$ cat src/rtl/alu_wb_buffer.sv
`default_nettype none
// ============================================================================
// Module   : alu_wb_buffer
// Purpose  : Two-entry elastic buffer between the ALU result and the
//            register-file writeback port. It captures {result, rd, we} and
//            computes zero/neg flags at capture time. It presents entries in
//            arrival order over a valid/ready handshake. in_ready depends only
//            on registered occupancy.
// Options  : WB_STATS_EN - when defined, enables the saturating stall-cycle
//            counter on stall_cnt. When undefined, stall_cnt is tied to 0.
// Revision : 1.0 - initial release
// ============================================================================
module alu_wb_buffer #(
  parameter int DATA_W  = 32,
  parameter int RADDR_W = 5
) (
  input  logic               clk,
  input  logic               rst,
  input  logic               in_valid,
  output logic               in_ready,
  input  logic [DATA_W-1:0]  in_result,
  input  logic [RADDR_W-1:0] in_rd,
  input  logic               in_we,
  output logic               out_valid,
  input  logic               out_ready,
  output logic [DATA_W-1:0]  out_result,
  output logic [RADDR_W-1:0] out_rd,
  output logic               out_we,
  output logic               out_zero,
  output logic               out_neg,
  output logic [1:0]         count,
  output logic [15:0]        stall_cnt
);

  localparam logic [1:0] C_FULL  = 2'd2;
  localparam logic [1:0] C_EMPTY = 2'd0;

  // Entry storage, indexed by the 1-bit pointers
  logic [DATA_W-1:0]  result_q [2];
  logic [RADDR_W-1:0] rd_q     [2];
  logic               we_q     [2];
  logic               zero_q   [2];
  logic               neg_q    [2];

  logic       wr_ptr;
  logic       rd_ptr;
  logic [1:0] count_q;

  logic push;
  logic pop;
  logic cap_we;
  logic cap_zero;
  logic cap_neg;

  // Handshake and capture-time flag computation
  always_comb begin
    in_ready  = (count_q != C_FULL);
    out_valid = (count_q != C_EMPTY);
    push      = in_valid && in_ready;
    pop       = out_valid && out_ready;
    // Register x0 is hard-wired, so never request a write to it
    cap_we    = in_we && (in_rd != '0);
    cap_zero  = (in_result == '0);
    cap_neg   = in_result[DATA_W-1];
  end

  // Storage, pointers and occupancy; reset discards every buffered entry
  always_ff @(posedge clk) begin
    if (rst) begin
      for (int i = 0; i < 2; i++) begin
        result_q[i] <= '0;
        rd_q[i]     <= '0;
        we_q[i]     <= 1'b0;
        zero_q[i]   <= 1'b0;
        neg_q[i]    <= 1'b0;
      end
      wr_ptr  <= 1'b0;
      rd_ptr  <= 1'b0;
      count_q <= C_EMPTY;
    end else begin
      // A popped slot is cleared so out_* reads 0 whenever the buffer is
      // empty. A simultaneous push always targets the other slot, because
      // push+pop is only possible at count==1.
      if (pop) begin
        result_q[rd_ptr] <= '0;
        rd_q[rd_ptr]     <= '0;
        we_q[rd_ptr]     <= 1'b0;
        zero_q[rd_ptr]   <= 1'b0;
        neg_q[rd_ptr]    <= 1'b0;
        rd_ptr           <= ~rd_ptr;
      end
      if (push) begin
        result_q[wr_ptr] <= in_result;
        rd_q[wr_ptr]     <= in_rd;
        we_q[wr_ptr]     <= cap_we;
        zero_q[wr_ptr]   <= cap_zero;
        neg_q[wr_ptr]    <= cap_neg;
        wr_ptr           <= ~wr_ptr;
      end
      case ({push, pop})
        2'b10:   count_q <= count_q + 2'd1;
        2'b01:   count_q <= count_q - 2'd1;
        default: count_q <= count_q;
      endcase
    end
  end

  // Head entry is always presented straight from storage; there is no bypass
  always_comb begin
    out_result = result_q[rd_ptr];
    out_rd     = rd_q[rd_ptr];
    out_we     = we_q[rd_ptr];
    out_zero   = zero_q[rd_ptr];
    out_neg    = neg_q[rd_ptr];
    count      = count_q;
  end

`ifdef WB_STATS_EN
  logic [15:0] stall_q;

  // Count cycles where a valid head entry is held back by writeback
  always_ff @(posedge clk) begin
    if (rst) begin
      stall_q <= '0;
    end else if (out_valid && !out_ready && (stall_q != 16'hFFFF)) begin
      stall_q <= stall_q + 16'd1;
    end
  end

  assign stall_cnt = stall_q;
`else
  assign stall_cnt = '0;
`endif

endmodule
`default_nettype wire

$ cat config.mk
export PLATFORM = sky130hd
export DESIGN_NAME = alu_wb_buffer
export DESIGN_NICKNAME = d
export VERILOG_FILES = /design/src/rtl/alu_wb_buffer.sv
export SDC_FILE = /design/constraint.sdc
export NUM_CORES = 1
export LEC_CHECK = 0
export ABC_AREA = 0
export BUFFER_PORTS_ARGS = -buffer_cell sky130_fd_sc_hd__clkbuf_2
export CAP_MARGIN = 20
export CORE_UTILIZATION = 45
export DETAILED_ROUTE_END_ITERATION = 8
export PLACE_DENSITY = 0.7
export SLEW_MARGIN = 0
export SYNTH_ARGS = -nofsm -noshare
export SYNTH_HDL_FRONTEND = slang
export SYNTH_SLANG_ARGS = --single-unit
export TNS_END_PERCENT = 10
$ cat constraint.sdc
create_clock -name clk -period 3 [get_ports clk]
set_clock_uncertainty 0.2 [all_clocks]
set_input_delay 0.45 -clock clk [delete_from_list [all_inputs] [get_ports clk]]
set_output_delay 0.45 -clock clk [all_outputs]
set_load 0.02 [all_outputs]
==> run summary <==
Average wire per standard cell: 15.6 µm
Placed instance area: 0.00428 mm²
Total chip power: 3.61 mW
# DRC: 0
CP Max Fanout: 23
Vias per cell: 4.92
Post-Syn Instances: 270
Largest net degree at the start of global routing: 38
DRT Pass-1 Iters: 4
CTS tree: done
Period utilization: 82.5%
Vias: 2,297
Die area: 0.00902 mm²
Yosys cell types: 29
Final TNS setup: 0 ns
First-pass GRT wire length: 11,300 µm
Site row count: 33
Max Cap Viol: 0
Sequential cell area: 0.00244 mm²
WL final: 7260 µm
Flops & latches, synth: 83
Leading cell type in the layout, fill and taps excluded: clkbuf_2
Total track usage: 17.0%
Post-cts sizing count: 0
WP data arrival: 1.82 ns
Port Buffers: 85
CTS root buffer: clkbuf_8
Syn Area/Cell: 14.4 µm²
Fill cells: 723
Highest-count cells in the layout ignoring fill and taps: clkbuf_2 (85), edfxtp_1 (78), and2_1 (74)
Starting density of the core: 46.9%
Placer Congestion: 0.753
Pins over their slew limit: 0
Met1 GRT Util: 22.6%
Post-CTS Setup Inserts: 0
DP Wirelength: 5000 µm
Fmax achieved: 404 MHz
Min cycle time layout: 2.47 ns
Setup crit start kind: register
Total grt overflow: 0
DRT iter0 DRCs: 65
PD cells: 813 mW/mm²
Worst-path clk slew: 0.08 ns
Post-cts hold buffer count: 0
Crit Path Class: reg2out
Max clock buf depth: 2
Clk_lat worst skew: 0.34 ns
Synth Cell Area: 0.00389 mm²
Multi-input logic area: 0.00123 mm²
ANT nets after route: 0
Worst-Margin Slew: 0.625 ns
# clock sinks: 83
P&R area growth vs syn: 14.2%
I/O Pins: 102
Worst VDD drop: 0.000374 V
Die X: 95.0 µm
TritonCTS Buffers: 9
Gr busiest metal: met2
Diode count: 0
LEAKAGE: 1.87 nW
Core area: 0.00830 mm²
Setup-failing EPs final: 0
CP endpoint kind: primary output
Initial antenna violation count: 0
Outcome: completed
Relative slew slack: 58.3%
GR Layer Usage met3: 3.78%
Vias in the first global route: 2,328
Htree depth: 3
GR Layer Usage met2: 26.7%
Worst EP required: 2.35 ns
Nets: 400
Synth warn: 0
Post-synthesis sequential area ratio: 62.8%
Final instance area: 0.00444 mm²
HP Class: in2reg
Final hold vios: 0
Setup repair after global routing missed its margin: false
Chip height: 95.0 µm
Share of post-route cells with drive strength above 1: 41.7%
-- stage by stage --
| step | util, % | hold slack, ns | worst slack (ns) | instances |
|---|---|---|---|---|
| 2_1_floorplan | - | 0.316 | 0.437 | 285 |
| 3_3_place_gp | 51.6 | 0.317 | 0.805 | 451 |
| 3_5_place_dp | 51.6 | 0.332 | 0.746 | 451 |
| 4_1_cts | 53.5 | 0.150 | 0.482 | 467 |
| 5_1_grt | 53.5 | 0.169 | 0.397 | 467 |
| 6_report | 53.5 | 0.159 | 0.526 | 467 |
-- cells in the mapped netlist, drive strengths merged --
library cell,n,share of area (%)
clkbuf,2,0.19
a21o,1,0.23
dfxtp,5,2.6
nor4,8,1.3
or4,1,0.19
ha,1,0.32
or3,1,0.16
xor2,1,0.23
o21a,1,0.19
nand3,2,0.26
edfxtp,78,60
conb,1,0.096
o21ai,2,0.26
nand2,2,0.19
nor3,2,0.26
inv,2,0.19
mux2,39,11
and4,2,0.58
xnor2,2,0.45
nor2,5,0.48
nand4,4,0.64
and2,74,12
or2,1,0.16
buf,28,6.9
nand2b,2,0.32
a21oi,3,0.39
-- cells by family after synthesis --
logic type / after synthesis / synth area share, %
compound gates: 7 / 1.06
xor+xnor: 3 / 0.676
fa+ha+maj: 1 / 0.322
buf+inv: 32 / 7.30
flops: 83 / 62.8
mux: 39 / 11.3
other cells: 1 / 0.0964
simple gates: 104 / 16.4
-- state kept, by name, indices dropped and copies added (netlist names), named ones only --
name	flops
wr_ptr	1
neg_q	1
rd_ptr	1
we_q	2
result_q	63
zero_q	2
rd_q	10
count	2
-- report_power, final --
part	switching [mW]	internal [mW]
sequential	0.121	1.55
clock	0.397	0.297
combinational	0.741	0.507
total	1.26	2.35
-- metal layers --
metal	share of wire, %	up-vias
li1	-	1108
met1	46	1103
met2	47	73
met3	5.2	13
met4	1.7	0
met5	0	-
-- worst paths after layout --
kind	slack (ns)	startpoint	endpoint	depth (start not counted)
setup / recovery	0.53	register	out_result[2]	3
hold / removal	0.16	rst	wr_ptr	2
setup reg to reg	0.79	count[0]	rd_q[0][3]	4
hold reg to reg	0.36	count[1]	count[1]	2
-- final cells by class --
| class | instances | area share (%) |
|---|---|---|
| flip-flops and latches | 83 | 55.0 |
| multi-input cells | 170 | 27.6 |
| repair buffers | 91 | 10.6 |
| clock buffers | 11 | 2.96 |
| well taps | 105 | 2.96 |
| clock inverters | 5 | 0.676 |
| inverters | 2 | 0.169 |
-- worst max-delay path, stage by stage (launching register included) --
cell	delay, ns
dfxtp_2	0.68
buf_4	0.29
mux2_2	0.36
clkbuf_2	0.16
No activity file was read; power rests on OpenSTA's default activity.
